`src/rtl/pq_pkg.sv`:
```
// Shared types for the hardware priority queue family: <key,value> pair and sentinels.
// Latency: n/a (types and constants only).
// Backpressure: n/a.
package pq_pkg;

  parameter int KEY_WIDTH   = 4;
  parameter int VAL_WIDTH   = 4;
  parameter int PQ_CAPACITY = 4;

  typedef struct packed {
    logic [KEY_WIDTH-1:0] key;
    logic [VAL_WIDTH-1:0] val;
  } kv_t;

  // Largest key; also the key carried by an empty slot.
  parameter logic [KEY_WIDTH-1:0] KEYINF = '1;
  parameter kv_t KV_EMPTY = '{key: KEYINF, val: '0};

endpackage

```
`src/rtl/pq_sorted_array_if.sv`:
```
// Enqueue/dequeue bundle between a producer/consumer and a priority queue.
// Latency: n/a (wires only).
// Backpressure: none in-band; master reads full/empty, queue reports drops on err.
//
// master: drives enq, kvi, deq; observes kvo, count, full, empty, err.
// slave : the queue, the reverse directions.
interface pq_sorted_array_if #(
  parameter int CAPACITY = pq_pkg::PQ_CAPACITY
);
  logic                               enq;
  pq_pkg::kv_t                        kvi;
  logic                               deq;
  pq_pkg::kv_t                        kvo;
  logic [$clog2(CAPACITY+1)-1:0]      count;
  logic                               full;
  logic                               empty;
  logic                               err;

  modport master (
    output enq, kvi, deq,
    input  kvo, count, full, empty, err
  );

  modport slave (
    input  enq, kvi, deq,
    output kvo, count, full, empty, err
  );
endinterface

```
`src/rtl/pq_sorted_array.sv`:
```
// Sorted shift-register priority queue; head (minimum key, FIFO on ties) on kvo.
// Latency: request at edge t visible on kvo/count/full/empty right after edge t.
// Backpressure: none; producer/consumer watch full/empty, dropped requests pulse err.
//
// Ports:
//   clk   - sole clock, rising edge
//   rst_n - synchronous active-low reset
//   pq    - slave side of pq_sorted_array_if (enq/kvi/deq in, kvo/count/full/empty/err out)
module pq_sorted_array #(
  parameter int CAPACITY = pq_pkg::PQ_CAPACITY
) (
  input  logic                clk,
  input  logic                rst_n,
  pq_sorted_array_if.slave    pq
);
  import pq_pkg::*;

  localparam int            CW    = $clog2(CAPACITY + 1);
  localparam logic [CW-1:0] CAP_C = CW'(CAPACITY);

  kv_t           slot_q [CAPACITY];
  kv_t           slot_d [CAPACITY];
  kv_t           rem    [CAPACITY];   // contents after any same-cycle removal
  logic [CW-1:0] count_q, count_d;
  logic [CW-1:0] n_rem;
  logic          err_q, err_d;
  logic          full_w, empty_w;
  logic          do_deq, do_enq;
  logic [CAPACITY-1:0] gt;            // slot lies at or above the insert position
  logic [CAPACITY-1:0] ins_here;      // exactly one bit: the insert position

  assign full_w  = (count_q == CAP_C);
  assign empty_w = (count_q == '0);

  // Dequeue needs an entry; enqueue needs room, which a same-cycle dequeue provides.
  // With enq+deq on an empty queue do_deq is 0 and the enqueue still proceeds.
  assign do_deq = pq.deq && !empty_w;
  assign do_enq = pq.enq && (!full_w || do_deq);

  always_comb begin
    // Stage 1: optional shift down (head removal).
    for (int i = 0; i < CAPACITY - 1; i++) begin
      rem[i] = do_deq ? slot_q[i+1] : slot_q[i];
    end
    rem[CAPACITY-1] = do_deq ? KV_EMPTY : slot_q[CAPACITY-1];
    n_rem = do_deq ? (count_q - CW'(1)) : count_q;

    // Stage 2: parallel compare. Strict '>' puts a new key after equal keys (FIFO ties).
    // Validity comes from n_rem, so a real KEYINF entry is never mistaken for empty.
    // gt is a thermometer because valid slots are sorted and every slot >= n_rem is set.
    for (int i = 0; i < CAPACITY; i++) begin
      gt[i] = (CW'(i) >= n_rem) || (rem[i].key > pq.kvi.key);
    end
    ins_here[0] = gt[0];
    for (int i = 1; i < CAPACITY; i++) begin
      ins_here[i] = gt[i] && !gt[i-1];
    end

    // Stage 3: per-slot mux hold / shift-up / load kvi on top of the removal result.
    for (int i = 0; i < CAPACITY; i++) begin
      slot_d[i] = rem[i];
    end
    if (do_enq) begin
      slot_d[0] = gt[0] ? pq.kvi : rem[0];
      for (int i = 1; i < CAPACITY; i++) begin
        if (ins_here[i]) begin
          slot_d[i] = pq.kvi;
        end else if (gt[i]) begin
          slot_d[i] = rem[i-1];
        end
      end
    end

    count_d = count_q;
    if (do_enq && !do_deq) begin
      count_d = count_q + CW'(1);
    end else if (do_deq && !do_enq) begin
      count_d = count_q - CW'(1);
    end

    err_d = (pq.enq && !pq.deq && full_w)  ||
            (pq.deq && !pq.enq && empty_w) ||
            (pq.enq && pq.deq  && empty_w);
  end

  always_ff @(posedge clk) begin
    if (!rst_n) begin
      for (int i = 0; i < CAPACITY; i++) begin
        slot_q[i] <= KV_EMPTY;
      end
      count_q <= '0;
      err_q   <= 1'b0;
    end else begin
      slot_q  <= slot_d;
      count_q <= count_d;
      err_q   <= err_d;
    end
  end

  assign pq.kvo   = slot_q[0];
  assign pq.count = count_q;
  assign pq.full  = full_w;
  assign pq.empty = empty_w;
  assign pq.err   = err_q;

endmodule

```
`src/flat_wrapper.sv`:
```
// flat-port wrapper written by rule: the top's interface ports become plain ports
module pq_sorted_array_flat import pq_pkg::*;
#(
  parameter int CAPACITY = pq_pkg::PQ_CAPACITY
)
  (clk, rst_n, pq_enq, pq_kvi, pq_deq, pq_kvo, pq_count, pq_full, pq_empty, pq_err);
  pq_sorted_array_if #(.CAPACITY(CAPACITY)) pq_i ();
  input  logic clk;
  input  logic rst_n;
  input wire logic [$bits(pq_i.enq)-1:0] pq_enq;
  input wire logic [$bits(pq_i.kvi)-1:0] pq_kvi;
  input wire logic [$bits(pq_i.deq)-1:0] pq_deq;
  output wire logic [$bits(pq_i.kvo)-1:0] pq_kvo;
  output wire logic [$bits(pq_i.count)-1:0] pq_count;
  output wire logic [$bits(pq_i.full)-1:0] pq_full;
  output wire logic [$bits(pq_i.empty)-1:0] pq_empty;
  output wire logic [$bits(pq_i.err)-1:0] pq_err;
  assign pq_i.enq = pq_enq;
  assign pq_i.kvi = pq_kvi;
  assign pq_i.deq = pq_deq;
  assign pq_kvo = pq_i.kvo;
  assign pq_count = pq_i.count;
  assign pq_full = pq_i.full;
  assign pq_empty = pq_i.empty;
  assign pq_err = pq_i.err;
  pq_sorted_array #(.CAPACITY(CAPACITY)) u_core (.clk(clk), .rst_n(rst_n), .pq(pq_i));
endmodule
```
`config.mk`:
```
export PLATFORM = sky130hd
export DESIGN_NAME = pq_sorted_array_flat
export DESIGN_NICKNAME = d
export VERILOG_FILES = /design/src/rtl/pq_pkg.sv /design/src/rtl/pq_sorted_array_if.sv /design/src/rtl/pq_sorted_array.sv /design/src/flat_wrapper.sv
export SDC_FILE = /design/constraint.sdc
export NUM_CORES = 1
export LEC_CHECK = 0
export BUFFER_PORTS_ARGS = -buffer_cell sky130_fd_sc_hd__buf_2
export CAP_MARGIN = 15
export CORE_UTILIZATION = 40
export CTS_BUF_LIST = sky130_fd_sc_hd__clkbuf_16
export DETAILED_ROUTE_END_ITERATION = 10
export SYNTH_ARGS = -nofsm -noshare
export SYNTH_HDL_FRONTEND = slang
export SYNTH_SLANG_ARGS = --single-unit
```
`constraint.sdc`:
```
create_clock -name clk -period 7 [get_ports clk]
set_clock_uncertainty 0.1 [all_clocks]
set_input_delay 0.35 -clock clk [delete_from_list [all_inputs] [get_ports clk]]
set_output_delay 0.35 -clock clk [all_outputs]
set_load 0.005 [all_outputs]
```
==> results by group, run 1 <==
Synth
  – EDFF count, synth: 0
  – Synth warn: 0
  – Simple-gate area share of the yosys netlist: 23.1%
  – #FFs+latches synth: 36
  – Post-Syn Instances: 318
  – Netlist cell types: 42
  – Post-synthesis mux area share: 10.5%
  – Adder-cell share of the synthesized area: 9.92%
  – Prevailing post-synth register cell: dfxtp_1
  – Top cells by area, synth: dfxtp_1, nand2_1, ha_1
  – Compound-Gate Fraction of Synth Area: 18.9%
  – Most common cell in the synthesized netlist: nand2_1
  – Ys async rst share: 0%
  – XOR/XNOR Fraction of Synth Area: 0.694%
  – Seq/Total Area, Yosys: 28.6%
  – Synthesized cell area: 2520 sq um
  – Synth cell count leaders: nand2_1, dfxtp_1, a21oi_1
  – Cell taking the most area after synthesis: dfxtp_1
  – Synth top area share: 28.6%
  – Largest family of logic cells by synthesized area: simple AND/OR/NAND/NOR gates
  – Post-synth net total: 350
  – Syn Area/Cell: 7.94 sq um

Critical path
  – Startpoint Class: flip-flop
  – Worst Path Class, Setup: flip-flop to flip-flop
  – WP data required: 7050 ps
  – Worst EP arrival: 4200 ps
  – Worst Setup End Kind: flip-flop
  – Register-to-register setup slack: 2850 ps
  – R2R Path End: u_core.pq.kvo[7]
  – FF-to-FF Start: u_core.pq.count[0]
  – Critical-path maximum fanout: 29
  – Cells on worst reg2reg path: 16

Pwr
  – Sw power: 634 uW
  – Leak: 0.00132 uW
  – Overall Power: 1380 uW
  – Switching share of total power: 45.8%
  – VDD IR-drop max: 0.276 mV
  – Int Power: 750 uW
  – Power density cells: 509 nW/um^2
  – Comb power frac: 59.8%
  – Sequential share of power: 25.1%
  – Clock power frac: 15.1%

Timing
  – Final period util: 59.3%
  – Fin. Hold Viols: 0
  – Worst-Margin Slew: 1120 ps
  – Final setup violation count: 0
  – Min Tclk post-route: 4150 ps
  – Final setup TNS: 0 ps
  – F_max: 241 MHz
  – Final hold slack: 290 ps
  – Final Max Tran Viols: 0
  – RSZ-0062 raised after global routing: no
  – Max transition margin: 24.6%

Die
  – Ports: 26
  – Die X: 81.4 microns
  – Total core area: 5990 sq um
  – Initial core utilization: 42.1%
  – Row Count: 28
  – Die Y: 81.4 microns
  – Die area: 6630 sq um

Global routing
  – Initial antenna violation count: 0
  – Vias in the first global route: 2,033
  – Total GRT Usage: 20.4%
  – Gr ovfl total: 0
  – Pin count of the biggest net entering global routing: 30
  – First-pass GRT wire length: 10,100 microns

Final layout
  – Diodes inserted: 0
  – Area delta synth->final: 7.83%
  – Fin cells: 404
  – Share of cells above drive strength 1: 13.4%
  – Fillcell total: 604
  – Layout Utilization: 45.4%
  – Nets: 361

Drt
  – Total Routed Length: 6110 microns
  – Drt wl/cell: 15.1 microns
  – DR DRC count: 0
  – DRT Pass-1 Iters: 4
  – ANT nets after route: 0
  – Routed vias: 2,195
  – Initial drt markers: 169
  – Vias per inst: 5.43

Clock network
  – Root buffer cell: clkbuf_16
  – Clock Path Buffers: 2
  – Worst-skew pair later-pin latency: 280 ps
  – Clk pin slew, worst setup/hold paths: 50 ps
  – Post-CTS Setup Inserts: 0
  – # resized after CTS: 0
  – # hold bufs at CTS: 0
  – Clock sink count: 36
  – CTS tree: done
  – Max H-tree Level: 2
  – TritonCTS buffer count: 5

Place
  – Routability congestion estimate: 0.835
  – Number of port buffers: 25
  – Half-perimeter wire length after placement: 4300 microns
  – Placed insts: 397

Worst hold path
  – Hold path depth: 3
  – Worst hold path class: input pin to flip-flop
  – Hold_sp: pq_kvi[5]
  – Min-Delay Endpoint: u_core.pq.kvo[5]

Status
  – Status: finished, final reports clean

Run
  – Max-cap violations: 0
-- area by class of cell --
cell class                      count  area, sq um  share of cell area [%]
Clock inverter                      2         7.51                   0.276
Timing Repair Buffer               26          133                    4.87
Clock buffer                        5          125                    4.60
Inverter                           13         48.8                    1.79
Tap cell                           75         93.8                    3.45
Sequential cell                    36          721                    26.5
Multi-Input combinational cell    247         1590                    58.5
-- stage by stage --
step                      setup slack [ps]  area, sq um
after floorplan                       3570         2520
after global placement                3000         2590
after detailed placement              2920         2590
after CTS                             2880         2720
after global routing                  2460         2720
final                                 2850         2720
-- power by group through the flow --
stage	sequential [uW]	clock [uW]	combinational (uW)
finish	348	209	827
global route	359	222	936
CTS	347	213	826
detailed placement	350	0	822
global placement	351	0	813
floorplan	333	0	697
-- registers in the layout, indices dropped and copies added (netlist names) --
name and count:
u_core.pq.kvo 8, u_core.slot_q 24, u_core.pq.err 1, u_core.pq.count 3
-- per-layer routing --
metal  vias to the layer above  track usage (%)  wire, microns  part of all wire, %
met3                         6             4.78            438                  7.2
met5                         -                0              0                    0
met2                        74             31.8           2610                   43
li1                       1124                -              -                    -
met4                         0             5.71             59                 0.97
met1                       991             27.8           3000                   49
-- cells in the final DEF, fill, tap and decap left out, types with 3 or more instances in the layout --
cell and n:
a21oi_1 23, a311oi_1 4, and4_1 4, buf_2 25
clkbuf_16 5, dfxtp_1 36, ha_1 20, inv_1 12
mux2_2 4, mux2i_1 22, nand2_1 84, nand2b_1 8
nand3_1 3, nor2_1 13, nor2b_1 4, nor3_1 4
o211a_1 4, o211ai_1 5, o21a_1 3, o21ai_0 13
o21ai_1 6, o2bb2ai_1 4
-- critical path, cell delays in order (launching register included) --
cell	delay (ps)
dfxtp_1	440
inv_1	110
ha_1	320
nand2b_1	130
inv_1	70
nor2_2	80
buf_4	290
inv_2	280
nand2_1	140
nand2_1	100
ha_1	290
nor2b_1	130
o211ai_1	150
a21oi_1	110
o21ai_1	890
mux2i_1	290
nand2_1	70
-- logic make-up (layout without fill, tap and decap cells) --
family | Yosys count | in the layout
XOR/XNOR | 2 | 2
AO/OA/AOI/OAI | 70 | 70
AND/OR/NAND/NOR | 129 | 129
adder cells (fa/ha/maj) | 20 | 20
multiplexers | 26 | 26
flip-flops | 36 | 36
buffers and inverters | 35 | 46
-- worst max-delay path by stage --
stage / start / to / slack, ps / cells past startpoint
2_1_floorplan: u_core.pq.count[0] / u_core.slot_q[4] / 3570 / 17
3_3_place_gp: u_core.pq.count[0] / u_core.pq.kvo[7] / 3000 / 16
3_5_place_dp: u_core.pq.count[0] / u_core.pq.kvo[7] / 2920 / 16
4_1_cts: u_core.pq.count[0] / u_core.pq.kvo[6] / 2880 / 16
5_1_grt: u_core.pq.count[0] / u_core.pq.kvo[7] / 2460 / 16
6_report: u_core.pq.count[0] / u_core.pq.kvo[7] / 2850 / 16
(Power assumes the default switching activity.)
==> inputs of run 2 (changes only) <==
==> constraint.sdc (replaced) <==
create_clock -name clk -period 3.8 [get_ports clk]
set_clock_uncertainty 0.1 [all_clocks]
set_input_delay 0.19 -clock clk [delete_from_list [all_inputs] [get_ports clk]]
set_output_delay 0.19 -clock clk [all_outputs]
set_load 0.005 [all_outputs]
==> run 2 against run 1 <==
Count of clock-buffer cells in the layout did not move. Die area unchanged. Sequential share of layout area down 0.93 points. Setup slack worse by 2500 ps. Combinational power increased by 92%. Critical endpoint is now u_core.slot_q[8].
==> results by group, run 2 (synthesis results as in run 1) <==
Status
  – Status: finished, final reports clean

Place
  – Number of port buffers: 25 (unchanged)
  – Placed cell areas: 2660 sq um (+2.6%)
  – Half-perimeter wire length after placement: 4550 microns (+5.9%)
  – Routability congestion estimate: 0.812 (-2.7%)

Die
  – Die area: 6630 sq um (unchanged)
  – Die X: 81.4 microns (unchanged)
  – Total core area: 5990 sq um (unchanged)
  – Die Y: 81.4 microns (unchanged)
  – Initial core utilization: 42.1% (unchanged)
  – Row Count: 28 (unchanged)
  – Ports: 26 (unchanged)

Critical path
  – FF-to-FF Start: u_core.pq.count[0]
  – Worst Path Class, Setup: flip-flop to flip-flop
  – Startpoint Class: flip-flop
  – Critical-path maximum fanout: 19 (-34%)
  – R2R Path End: u_core.slot_q[8]
  – Crit. Startpoint: u_core.pq.count[0]
  – WP data required: 3880 ps (-3170 ps)
  – Worst Setup End Kind: flip-flop
  – Cells on worst reg2reg path: 15 (-1)
  – Worst EP arrival: 3560 ps (-640 ps)
  – Crit path to: u_core.slot_q[8]
  – Register-to-register setup slack: 320 ps (-2530 ps)

Final layout
  – Area delta synth->final: 11.7%
  – Fillcell total: 616 (+2.0%)
  – Largest register FFs: 24 (unchanged)
  – Top reg by flops: u_core.slot_q
  – Diodes inserted: 0 (unchanged)
  – Commonest non-fill, non-tap cells in the layout: nand2_1, dfxtp_1, buf_2
  – Most common cell after layout, fill and taps aside: nand2_1
  – Share of cells above drive strength 1: 16.2% (+2.9 points)
  – Nets: 370 (+2.5%)
  – Cell area after layout: 2820 sq um (+3.6%)
  – Layout Utilization: 47.1% (+1.6 points)

Timing
  – Final hold slack: 119 ps (-171 ps)
  – RSZ-0062 raised after global routing: no
  – Final period util: 91.6% (+32 points)
  – Final Max Tran Viols: 0 (unchanged)
  – F_max: 287 MHz (+19%)
  – Min Tclk post-route: 3480 ps (-668 ps)
  – Final setup TNS: 0 ps (unchanged)
  – Worst-Margin Slew: 829 ps (-294 ps)
  – Final setup violation count: 0 (unchanged)
  – Fin. Hold Viols: 0 (unchanged)
  – Max transition margin: 44.5% (+20 points)

Drt
  – Total Routed Length: 6210 microns (+1.6%)
  – Initial drt markers: 96 (-43%)
  – Vias per inst: 5.46 (+0.52%)
  – DRT Pass-1 Iters: 4 (unchanged)
  – DR DRC count: 0 (unchanged)
  – Drt wl/cell: 15.0 microns (-0.82%)
  – ANT nets after route: 0 (unchanged)
  – Routed vias: 2,261 (+3.0%)

Pwr
  – VDD IR-drop max: 0.356 mV (+29%)
  – Int Power: 1520 uW (+100%)
  – Comb power frac: 58.6% (-1.2 points)
  – Sw power: 1200 uW (+89%)
  – Clock power frac: 17.7% (+2.6 points)
  – Leak: 0.00138 uW (+4.8%)
  – Sequential share of power: 23.7% (-1.4 points)
  – Power density cells: 964 nW/um^2 (+90%)
  – Switching share of total power: 44.1% (-1.7 points)

Clock network
  – Clock Path Buffers: 2 (unchanged)
  – # resized after CTS: 0 (unchanged)
  – # hold bufs at CTS: 0 (unchanged)
  – Root buffer cell: clkbuf_16
  – Post-CTS Setup Inserts: 0 (unchanged)
  – TritonCTS buffer count: 5 (unchanged)
  – Worst-skew pair later-pin latency: 290 ps (about the same)
  – CTS tree: done
  – Max H-tree Level: 2 (unchanged)
  – Clock sink count: 36 (unchanged)
  – Clk pin slew, worst setup/hold paths: 60 ps (about the same)

Global routing
  – Gr ovfl total: 0 (unchanged)
  – Total GRT Usage: 21.0% (+0.57 points)
  – First-pass GRT wire length: 10,400 microns (+3.5%)
  – Pin count of the biggest net entering global routing: 21 (-30%)
  – Initial antenna violation count: 0 (unchanged)
  – Vias in the first global route: 2,272 (+12%)

Run
  – Max-cap violations: 0 (unchanged)

Worst hold path
  – Worst hold path class: input pin to flip-flop
[run 2: cell types whose count changed in the layout (fill, tap and decap cells not counted), sizes merged]
cell / before / now
inv: 13 / 14
clkinv: 2 / 1
bufinv: 0 / 1
buf: 26 / 35
[run 2: final cells by class]
class | count | area, sq um | area share (%)
clock buffers | 5 | 125 | 4.44
clock inverters | 3 | 38.8 | 1.38
inverters | 13 | 48.8 | 1.73
multi-input cells | 247 | 1590 | 56.5
flip-flops and latches | 36 | 721 | 25.6
well taps | 75 | 93.8 | 3.33
repair buffers | 35 | 200 | 7.10
[run 2: worst min-delay path by stage]
stage / slack, ps / cells after the start / start / to
after detailed placement: 350 / 1 / u_core.slot_q[3] / u_core.slot_q[3]
after global placement: 350 / 1 / u_core.slot_q[2] / u_core.slot_q[2]
after floorplan: 220 / 2 / pq_kvi[5] / u_core.pq.kvo[5]
final: 120 / 3 / pq_kvi[2] / u_core.pq.kvo[2]
after CTS: 110 / 3 / pq_kvi[7] / u_core.pq.kvo[7]
after global routing: 130 / 3 / pq_kvi[7] / u_core.pq.kvo[7]
[run 2: layer usage]
| metal | vias to the layer above | routed length, microns | share of wire [%] | global-route usage (%) |
|---|---|---|---|---|
| met3 | 11 | 302 | 4.9 | 4.22 |
| li1 | 1144 | - | - | - |
| met2 | 58 | 2900 | 47 | 35.1 |
| met4 | 0 | 107 | 1.7 | 10.4 |
| met5 | - | 0 | 0 | 0 |
| met1 | 1048 | 2900 | 47 | 25.4 |
[run 2: power by group through the flow]
stage	sequential, uW	combinational [uW]	clock (uW)
floorplan	614	1280	0
CTS	642	1590	486
global route	663	1790	503
global placement	650	1560	0
detailed placement	650	1590	0
finish	644	1590	481
[run 2: worst max-delay path: stages (launching register included)]
cell and delay, ps:
dfxtp_1 460, inv_1 120, ha_1 320, nand2b_1 130, inv_1 80, nor2_2 150, inv_2 180, nand2_1 110
nand2_1 100, ha_1 290, nor2b_1 130, o211ai_1 160, a21oi_1 120, nor2_2 340, mux2_2 380, o211a_1 200
[run 2: metrics by stage]
step | std cells | setup slack [ps] | total power, uW
floorplan | 318 | 367 | 1900
global placement | 406 | 493 | 2210
detailed placement | 406 | 350 | 2240
CTS | 414 | 337 | 2720
global route | 414 | 60.5 | 2960
finish | 414 | 318 | 2720
